**src/rtl/fp_mul_arb_pkg.sv**
```systemverilog
// Shared types and constants for the round-robin float multiplier arbiter.
package fp_mul_arb_pkg;

   localparam int FP_W = 32;
   localparam logic [7:0] FP_EXP_MAX = 8'hFF;

   typedef enum logic [1:0] {
      IDLE = 2'd0,
      EXEC = 2'd1,
      RESP = 2'd2
   } arbState_e;

   function automatic int clog2(input int n);
      int w;
      w = 0;
      while ((1 << w) < n) w++;
      return w;
   endfunction

endpackage

```
**src/rtl/fp_mul_arbiter_mult.sv**
```systemverilog
// Combinational single-precision multiplier core: truncating, denormal inputs treated as zero,
// exception on any Inf/NaN operand, saturating overflow to Inf and underflow to zero.
module floatMultiplier
   import fp_mul_arb_pkg::*;
(
   input  logic [FP_W-1:0] a_i,
   input  logic [FP_W-1:0] b_i,
   output logic [FP_W-1:0] result_o,
   output logic            exception_o,
   output logic            overflow_o,
   output logic            underflow_o
);

   logic        signR;
   logic [7:0]  expA;
   logic [7:0]  expB;
   logic [47:0] prod;
   logic [10:0] expSum;
   logic [22:0] mant;

   always_comb begin
      signR  = a_i[31] ^ b_i[31];
      expA   = a_i[30:23];
      expB   = b_i[30:23];
      prod   = {24'b0, 1'b1, a_i[22:0]} * {24'b0, 1'b1, b_i[22:0]};
      // Biased sum kept in 11 bits so a negative exponent shows up as bit 10 set.
      expSum = {3'b0, expA} + {3'b0, expB} + {10'b0, prod[47]} - 11'd127;
      mant   = prod[47] ? prod[46:24] : prod[45:23];

      result_o    = '0;
      exception_o = 1'b0;
      overflow_o  = 1'b0;
      underflow_o = 1'b0;

      if (expA == FP_EXP_MAX || expB == FP_EXP_MAX) begin
         exception_o = 1'b1;
      end else if (expA == 8'd0 || expB == 8'd0) begin
         result_o = {signR, 31'b0};
      end else if (expSum[10] || expSum == 11'd0) begin
         underflow_o = 1'b1;
         result_o    = {signR, 31'b0};
      end else if (expSum >= 11'd255) begin
         overflow_o = 1'b1;
         result_o   = {signR, FP_EXP_MAX, 23'b0};
      end else begin
         result_o = {signR, expSum[7:0], mant};
      end
   end

endmodule

```
**src/rtl/fp_mul_arbiter.sv**
```systemverilog
// Round-robin arbiter sharing one floatMultiplier among NREQ requesters (accept, execute, respond).
// Defining FP_MUL_ARB_CNT_EN adds op_count / exc_count response counters.
module fp_mul_arbiter
   import fp_mul_arb_pkg::*;
#(
   parameter int NREQ = 4
) (
   input  logic                 clk,
   input  logic                 rst,
   input  logic [NREQ-1:0]      req_valid,
   input  logic [FP_W*NREQ-1:0] req_a,
   input  logic [FP_W*NREQ-1:0] req_b,
   output logic [NREQ-1:0]      req_ready,
   output logic [NREQ-1:0]      rsp_valid,
   input  logic [NREQ-1:0]      rsp_ready,
   output logic [FP_W-1:0]      rsp_result,
   output logic                 rsp_exception,
   output logic                 rsp_overflow,
   output logic                 rsp_underflow
`ifdef FP_MUL_ARB_CNT_EN
   ,
   output logic [31:0]          op_count,
   output logic [15:0]          exc_count
`endif
);

   localparam int GW = clog2(NREQ);

   arbState_e         state_q;
   logic [GW-1:0]     lastGrant_q;
   logic [GW-1:0]     grant_q;
   logic [FP_W-1:0]   opA_q;
   logic [FP_W-1:0]   opB_q;
   logic [FP_W-1:0]   result_q;
   logic              exc_q;
   logic              ovf_q;
   logic              unf_q;
   logic [NREQ-1:0]   rspValid_q;

   logic [GW-1:0]     grantIdx_d;
   logic              found;
   logic [FP_W-1:0]   opA_d;
   logic [FP_W-1:0]   opB_d;
   logic              accept;
   logic              rspHandshake;

   logic [FP_W-1:0]   mulResult;
   logic              mulExc;
   logic              mulOvf;
   logic              mulUnf;

   // Rotate the search to start just past the last served requester, then take the first valid one.
   always_comb begin
      grantIdx_d = lastGrant_q;
      found      = 1'b0;
      for (int k = 1; k <= NREQ; k++) begin
         int idx;
         idx = int'(lastGrant_q) + k;
         if (idx >= NREQ) idx = idx - NREQ;
         if (!found && req_valid[idx]) begin
            found      = 1'b1;
            grantIdx_d = GW'(idx);
         end
      end

      req_ready = '0;
      if (state_q == IDLE && found && !rst) req_ready[grantIdx_d] = 1'b1;

      accept       = |(req_valid & req_ready);
      opA_d        = req_a[FP_W*grantIdx_d +: FP_W];
      opB_d        = req_b[FP_W*grantIdx_d +: FP_W];
      rspHandshake = (state_q == RESP) && rsp_ready[grant_q];
   end

   floatMultiplier uMult (
      .a_i         (opA_q),
      .b_i         (opB_q),
      .result_o    (mulResult),
      .exception_o (mulExc),
      .overflow_o  (mulOvf),
      .underflow_o (mulUnf)
   );

   always_ff @(posedge clk) begin
      if (rst) begin
         state_q     <= IDLE;
         lastGrant_q <= GW'(NREQ - 1);
         grant_q     <= '0;
         opA_q       <= '0;
         opB_q       <= '0;
         result_q    <= '0;
         exc_q       <= 1'b0;
         ovf_q       <= 1'b0;
         unf_q       <= 1'b0;
         rspValid_q  <= '0;
      end else begin
         case (state_q)
            IDLE: begin
               if (accept) begin
                  opA_q   <= opA_d;
                  opB_q   <= opB_d;
                  grant_q <= grantIdx_d;
                  state_q <= EXEC;
               end
            end
            EXEC: begin
               result_q   <= mulResult;
               exc_q      <= mulExc;
               ovf_q      <= mulOvf;
               unf_q      <= mulUnf;
               rspValid_q <= {{(NREQ-1){1'b0}}, 1'b1} << grant_q;
               state_q    <= RESP;
            end
            RESP: begin
               if (rspHandshake) begin
                  rspValid_q  <= '0;
                  lastGrant_q <= grant_q;
                  state_q     <= IDLE;
               end
            end
            default: state_q <= IDLE;
         endcase
      end
   end

   assign rsp_valid     = rspValid_q;
   assign rsp_result    = result_q;
   assign rsp_exception = exc_q;
   assign rsp_overflow  = ovf_q;
   assign rsp_underflow = unf_q;

`ifdef FP_MUL_ARB_CNT_EN
   logic [31:0] opCount_q;
   logic [15:0] excCount_q;

   // Exception counter saturates so a stuck faulty client cannot make it look healthy again.
   always_ff @(posedge clk) begin
      if (rst) begin
         opCount_q  <= '0;
         excCount_q <= '0;
      end else if (rspHandshake) begin
         opCount_q <= opCount_q + 32'd1;
         if ((exc_q || ovf_q || unf_q) && excCount_q != 16'hFFFF)
            excCount_q <= excCount_q + 16'd1;
      end
   end

   assign op_count  = opCount_q;
   assign exc_count = excCount_q;
`endif

endmodule

```
**config.mk**
```make
export PLATFORM = sky130hd
export DESIGN_NAME = fp_mul_arbiter
export DESIGN_NICKNAME = d
export VERILOG_FILES = /design/src/rtl/fp_mul_arb_pkg.sv /design/src/rtl/fp_mul_arbiter_mult.sv /design/src/rtl/fp_mul_arbiter.sv
export SDC_FILE = /design/constraint.sdc
export NUM_CORES = 2
export LEC_CHECK = 0
export CAP_MARGIN = 5
export CORE_MARGIN = 3
export CORE_UTILIZATION = 55
export DETAILED_ROUTE_END_ITERATION = 7
export PLACE_DENSITY = 0.79
export SYNTH_ARGS = -nofsm -noshare
export SYNTH_HDL_FRONTEND = slang
export SYNTH_SLANG_ARGS = --single-unit
```
**constraint.sdc**
```tcl
create_clock -name clk -period 21.6 [get_ports clk]
set_clock_uncertainty 0.15 [all_clocks]
set_input_delay 4.32 -clock clk [delete_from_list [all_inputs] [get_ports clk]]
set_output_delay 4.32 -clock clk [all_outputs]
set_load 0.1 [all_outputs]
```
; ---- Word level (Yosys, flattened, before mapping)
; Index checks and enable logic that the tools add are counted.
[op_classes]
muxes = 47
magnitude_cmp = 12
mul = 1
add_sub_neg = 11
bitwise = 2
shift = 3
reduce_logical = 24
n_eq_ne = 6
[op_table]
columns = operator, count
row1 = 128-bit by 8-bit indexed part select with 32-bit output, 2
row2 = 32-bit 2-to-1 mux, 5
row3 = 32-bit by 4-bit less-than comparator with 1-bit output (second input constant), 4
row4 = 31-bit 2-to-1 mux, 3
row5 = 24-bit by 24-bit multiplier with 48-bit output, 1
row6 = 23-bit 2-to-1 mux, 1
row7 = 1-bit 2-to-1 mux, 22
row8 = 8-bit == test (second input constant), 2
row9 = 8-bit zero test, 2
row10 = 2-bit 2-to-1 mux, 6
row11 = 3-bit by 3-bit subtractor with 4-bit output (second input constant), 3
row12 = 11-bit by 1-bit adder with 11-bit output, 1
row13 = 11-bit by 8-bit >= comparator with 1-bit output (second input constant), 1
row14 = 11-bit zero test, 1
row15 = 11-bit by 7-bit subtractor with 11-bit output (second input constant), 1
row16 = 1-bit binary-select mux with 2-bit select, 5
row17 = 8-bit by 8-bit adder with 9-bit output, 1
row18 = 3-bit >= comparator (second input constant), 3
row19 = 4-bit 2-to-1 mux, 2
row20 = 4-bit one-hot mux with 2 select lines, 1
row21 = 2-bit AND reduction, 4
row22 = 1-bit logical AND, 7
row23 = 2-bit by 2-bit adder with 3-bit output (second input constant), 2
row24 = 2-bit by 3-bit less-than comparator with 1-bit output (second input constant), 2
row25 = 18 further kinds, 24
[word_totals]
ff_bits = 109
elab_cells = 116
inputBits = 266

; ---- Depth between registers and ports, before layout
[depth]
word_depth = 25
mapped_depth = 41

; ---- By module
; Synthesis repeated with hierarchy kept, for this count alone.
[unflattened]
hier_cells = 2916
hier_area_um2 = 25670.9
[modules_own_cells]
columns = mod, seq_area_each_um2, instances, area_per_inst_um2, cells_each
row1 = floatMultiplier, 0.0, 1, 19442.4, 2262
row2 = fp_mul_arbiter, 2182.1, 1, 6228.5, 654

; ---- Least setup slack after synthesis
; OpenSTA, ideal clock, no wires.
[synth_path]
path_type = input -> output
from = in req_valid[1]
to = out req_ready[3]
t_required_ps = 17130
path_slack_ps = 9771
n_path_buf = 3
cell_stages = 7
t_arrival_ps = 7359
path_cell_list = nand2b_1 > o21ai_0 > o21a_1 > clkbuf_1 > clkbuf_1 > buf_1 > nor3_1
[synth_between]
elab_chain_cells = 18
[synth_lines]
columns = element, line
row1 = "start, declared", fp_mul_arbiter.sv:10  ; input logic [NREQ-1:0] req_valid,
row2 = 1-bit binary-select mux with 2-bit select, fp_mul_arbiter.sv:60  ; if (!found && req_valid[idx]) begin
row3 = 1-bit 2-to-1 mux (implied by the code) (2 in series), fp_mul_arbiter.sv:60
row4 = 1-bit 2-to-1 mux, fp_mul_arbiter.sv:60
row5 = 1-bit zero test, fp_mul_arbiter.sv:60
row6 = 1-bit logical AND, fp_mul_arbiter.sv:60
row7 = 1-bit 2-to-1 mux, fp_mul_arbiter.sv:60
row8 = 1-bit zero test, fp_mul_arbiter.sv:60
row9 = 1-bit logical AND, fp_mul_arbiter.sv:60
row10 = 1-bit 2-to-1 mux, fp_mul_arbiter.sv:60
row11 = 1-bit zero test, fp_mul_arbiter.sv:60
row12 = 1-bit logical AND, fp_mul_arbiter.sv:60
row13 = 2-bit 2-to-1 mux, fp_mul_arbiter.sv:60
row14 = 2-bit by 3-bit less-than comparator with 1-bit output (implied by the code) or 2-bit by 1-bit >= comparator with 1-bit output (tied branches), fp_mul_arbiter.sv:67  ; if (state_q == IDLE && found && !rst) req_ready[grantIdx_d] = 1'b1;
row15 = 1-bit logical AND (implied by the code), fp_mul_arbiter.sv:67
row16 = 1-bit 2-to-1 mux (implied by the code), fp_mul_arbiter.sv:67
row17 = 1-bit demux with 2-bit select, fp_mul_arbiter.sv:67
row18 = 4-bit 2-to-1 mux *, fp_mul_arbiter.sv:67
row19 = "end, declared", fp_mul_arbiter.sv:13  ; output logic [NREQ-1:0] req_ready,
; Mark *: on every way between the ends. The rest lies on a longest branch, timed or not. The select of a mux whose other input is x is not followed.

; ---- Worst setup path in the final report
[layout_path]
from = in req_valid[3]
to = out req_ready[0]
; The elaborated chain is that of the path after synthesis.

==> summary.md <==
| Metric | Value |
|---|---|
| Setup TNS Final | `0 ns` |
| CTS max path bufs | `2` |
| Clock latency on the worst-skew pair | `0.37 ns` |
| # Post-CTS Setup Buffers | `0` |
| First-pass DRT Iterations | `5` |
| Placeable Area | `~44000 sq um` |
| Antenna Nets Post-Route | `0` |
| Sw Share | `49.7%` |
| Period minus WS final | `~12 ns` |
| DIE HEIGHT | `218 um` |
| Leak pwr | `13.4 nW` |
| Final Setup Violations | `0` |
| Clk pwr share | `14.5%` |
| Vias/cell | `5.81` |
| Yosys reg bits | `109` |
| CTS sink cnt | `109` |
| Layout Cells excl Fill | `around 3800` |
| Unrepaired setup endpoints after global routing | `no` |
| PortBufs | `308` |
| R2R setup slack | `9.38 ns` |
| Fin nets | `4096` |
| CTS root buffer | `clkbuf_16` |
| Sequential share of power | `21.8%` |
| Worst reg2reg endpoint | `rsp_result[21]$_SDFFE_PP0P_` |
| Final Hold Fails | `0` |
| Worst Path Required | `17.13 ns` |
| Max-Cap Viols | `0` |
| Post-synthesis sequential area ratio | `8.79%` |
| CP endpoint kind | `output port` |
| Yosys cell types | `65` |
| Crit path max fanout | `74` |
| WL/cell | `20.7 um` |
| Clk slew on worst S/H paths | `0.07 ns` |
| Outcome | `finished, final reports clean` |
| Hold_sp | `rsp_result[16]$_SDFFE_PP0P_` |
| Die X | `218 um` |
| CTS Buf Count | `9` |
| All-Layer GR Usage | `33.7%` |
| P&R area growth vs syn | `15.5%` |
| Residual DRC | `0` |
| Starting Density | `55.9%` |
| Cell Pwr Density | `40.2 nW/um^2` |
| Post-Route WL | `78.1 mm` |
| FP Rows | `77` |
| Slew @ Worst Pin | `approximately 1.4 ns` |
| Worst R2R Start | `opB_q[8]$_SDFFE_PP0P_` |
| Gate power share | `between 60% and 70%` |
| Fraction of layout cells with a size suffix above 1 | `around 2.6%` |
| Kind of critical path | `input pin to output port` |
| Global-route wire length before repair | `between 100 and 150 mm` |
| Cts hold-fix bufs | `0` |
| EDFF count, synth | `0` |
| H-tree level count | `3` |
| Syn_area_per_cell | `8.36 sq um` |
| Hold Path Stages | `2` |
| Vias in the first global route | `23913` |
| Post-DP HPWL | `a little over 60 mm` |
| Fmax | `81.1 MHz` |
| Vias | `between 20000 and 25000` |
| Internal | `580 uW` |
| Full die area | `about 48000 sq um` |
| Placed cells | `3750` |
| Final period util | `57.1%` |
| Ys Warns | `0` |
| Ys flop type | `dfxtp_1` |
| Syn_nets | `3898` |
| Initial antenna violation count | `0` |
| 1st-iter DRT viols | `around 1300` |
| Largest vdd supply drop | `roughly 0.038 mV` |
| Final Wtd Congestion | `0.954` |
| Most frequent cells in the layout | `579 x inv_1, 482 x fa_1, 473 x nand2_1` |
| Commonest non-fill, non-tap cell in the layout | `inv_1` |
| Worst hold path type | `register to register` |
| Post-Synthesis Cells | `2971` |
| CP arrival | `7.87 ns` |
| Final slew viol count | `0` |
| Num ports | `between 300 and 400` |
| GR Overflow Total | `0` |
| Hold Crit Endpoint | `rsp_result[16]$_SDFFE_PP0P_` |
| Resize count post-CTS | `0` |
| NetSw | `572 uW` |
| Largest net degree at the start of global routing | `between 70 and 80` |
| Startpoint Class | `input pin` |
| CTS tree | `built` |
| Ys async rst share | `0%` |
| Synth Cell Area | `24800 sq um` |
| R2R depth | `37` |
| Slew margin rel. | `under 10%` |
| Ant. Diodes | `0` |
-- per-stage QoR --
step	hold slack [ns]	utilization [%]	instance area, sq um	power (mW)	worst slack, ns
CTS	0.315	64.6	28700	1.15	9.30
global route	0.336	64.6	28700	1.24	8.60
finish	0.312	64.6	28700	1.15	9.26
floorplan	0.314	-	24800	0.722	9.77
detailed placement	0.297	63.9	28400	0.977	9.34
global placement	0.289	63.9	28400	0.954	9.41
-- cells by family after synthesis --
group	Yosys count	share of synthesized area, %
compound gates	405	11.1
buf+inv	749	11.4
xor+xnor	34	1.25
flops	109	8.79
simple gates	997	18.8
fa+ha+maj	661	47.9
mux	16	0.695
-- synth_stat cells (4+ instances only) --
cell type / number / area share [%]
a211oi_1: 71 / 2.1
a21o_1: 18 / 0.54
a21oi_1: 120 / 2.4
a221o_1: 5 / 0.20
a311oi_1: 68 / 2.4
a31oi_1: 14 / 0.35
a41oi_1: 4 / 0.14
and2_1: 287 / 7.2
and3_1: 9 / 0.23
buf_1: 6 / 0.091
buf_2: 4 / 0.081
clkbuf_1: 155 / 2.3
dfxtp_1: 109 / 8.8
fa_1: 482 / 39
ha_1: 179 / 9.0
inv_1: 579 / 8.8
mux2i_1: 15 / 0.60
nand2_1: 473 / 7.2
nand2b_1: 12 / 0.30
nand3_1: 20 / 0.40
nand4_1: 8 / 0.20
nor2_1: 144 / 2.2
nor2b_1: 4 / 0.10
nor3_1: 17 / 0.34
nor4_1: 7 / 0.18
o211ai_1: 11 / 0.33
o21a_1: 6 / 0.18
o21ai_0: 52 / 1.0
or2_2: 4 / 0.10
xnor2_1: 23 / 0.81
xor2_1: 10 / 0.35
-- sequential cells by signal (all words and copies together), names as in the netlist --
signal and cells:
rsp_underflow 1, grant_q 2, rsp_valid 4, opA_q 32
rsp_exception 1, opB_q 32, state_q 2, rsp_result 32
rsp_overflow 1, lastGrant_q 2
-- metal layers --
layer / vias to the layer above / part of all wire, % / track usage, % / wire length (um)
li1: 9596 / - / - / -
met1: 10838 / 35 / 37.2 / 27300
met5: - / 0 / 0 / 0
met2: 1135 / 50 / 59.6 / 38800
met3: 317 / 8.0 / 6.10 / 6230
met4: 0 / 7.4 / 22.1 / 5800
-- power groups by stage --
stage | clock network (mW) | registers [mW] | logic, mW
finish | 0.167 | 0.251 | 0.734
detailed placement | 0 | 0.253 | 0.724
global route | 0.176 | 0.252 | 0.815
CTS | 0.170 | 0.249 | 0.729
floorplan | 0 | 0.249 | 0.473
global placement | 0 | 0.252 | 0.702
-- critical path, stage by stage --
cell	delay [ns]
clkdlybuf4s50_1	0.48
o21ai_0	0.48
o21a_4	0.55
buf_4	0.60
and3_1	0.26
clkdlybuf4s50_1	1.13
-- worst max path at each step --
stage / to / cells past startpoint / slack, ns / start
after floorplan: req_ready[3] / 7 / 9.77 / req_valid[1]
after global placement: req_ready[0] / 6 / 9.41 / req_valid[3]
after detailed placement: req_ready[0] / 6 / 9.34 / req_valid[3]
after CTS: req_ready[0] / 6 / 9.30 / req_valid[3]
after global routing: rsp_result[21]$_SDFFE_PP0P_ / 37 / 8.60 / opB_q[8]$_SDFFE_PP0P_
final: req_ready[0] / 6 / 9.26 / req_valid[3]
-- layout make-up --
class,instances,area [sq um]
repair buffers,355,3430
flip-flops and latches,109,2180
fillers,3645,15700
clock buffers,10,239
well taps,592,741
inverters,581,2180
clock inverters,6,52.6
multi-input cells,2113,19900
Power figures use the tool's default switching activity.
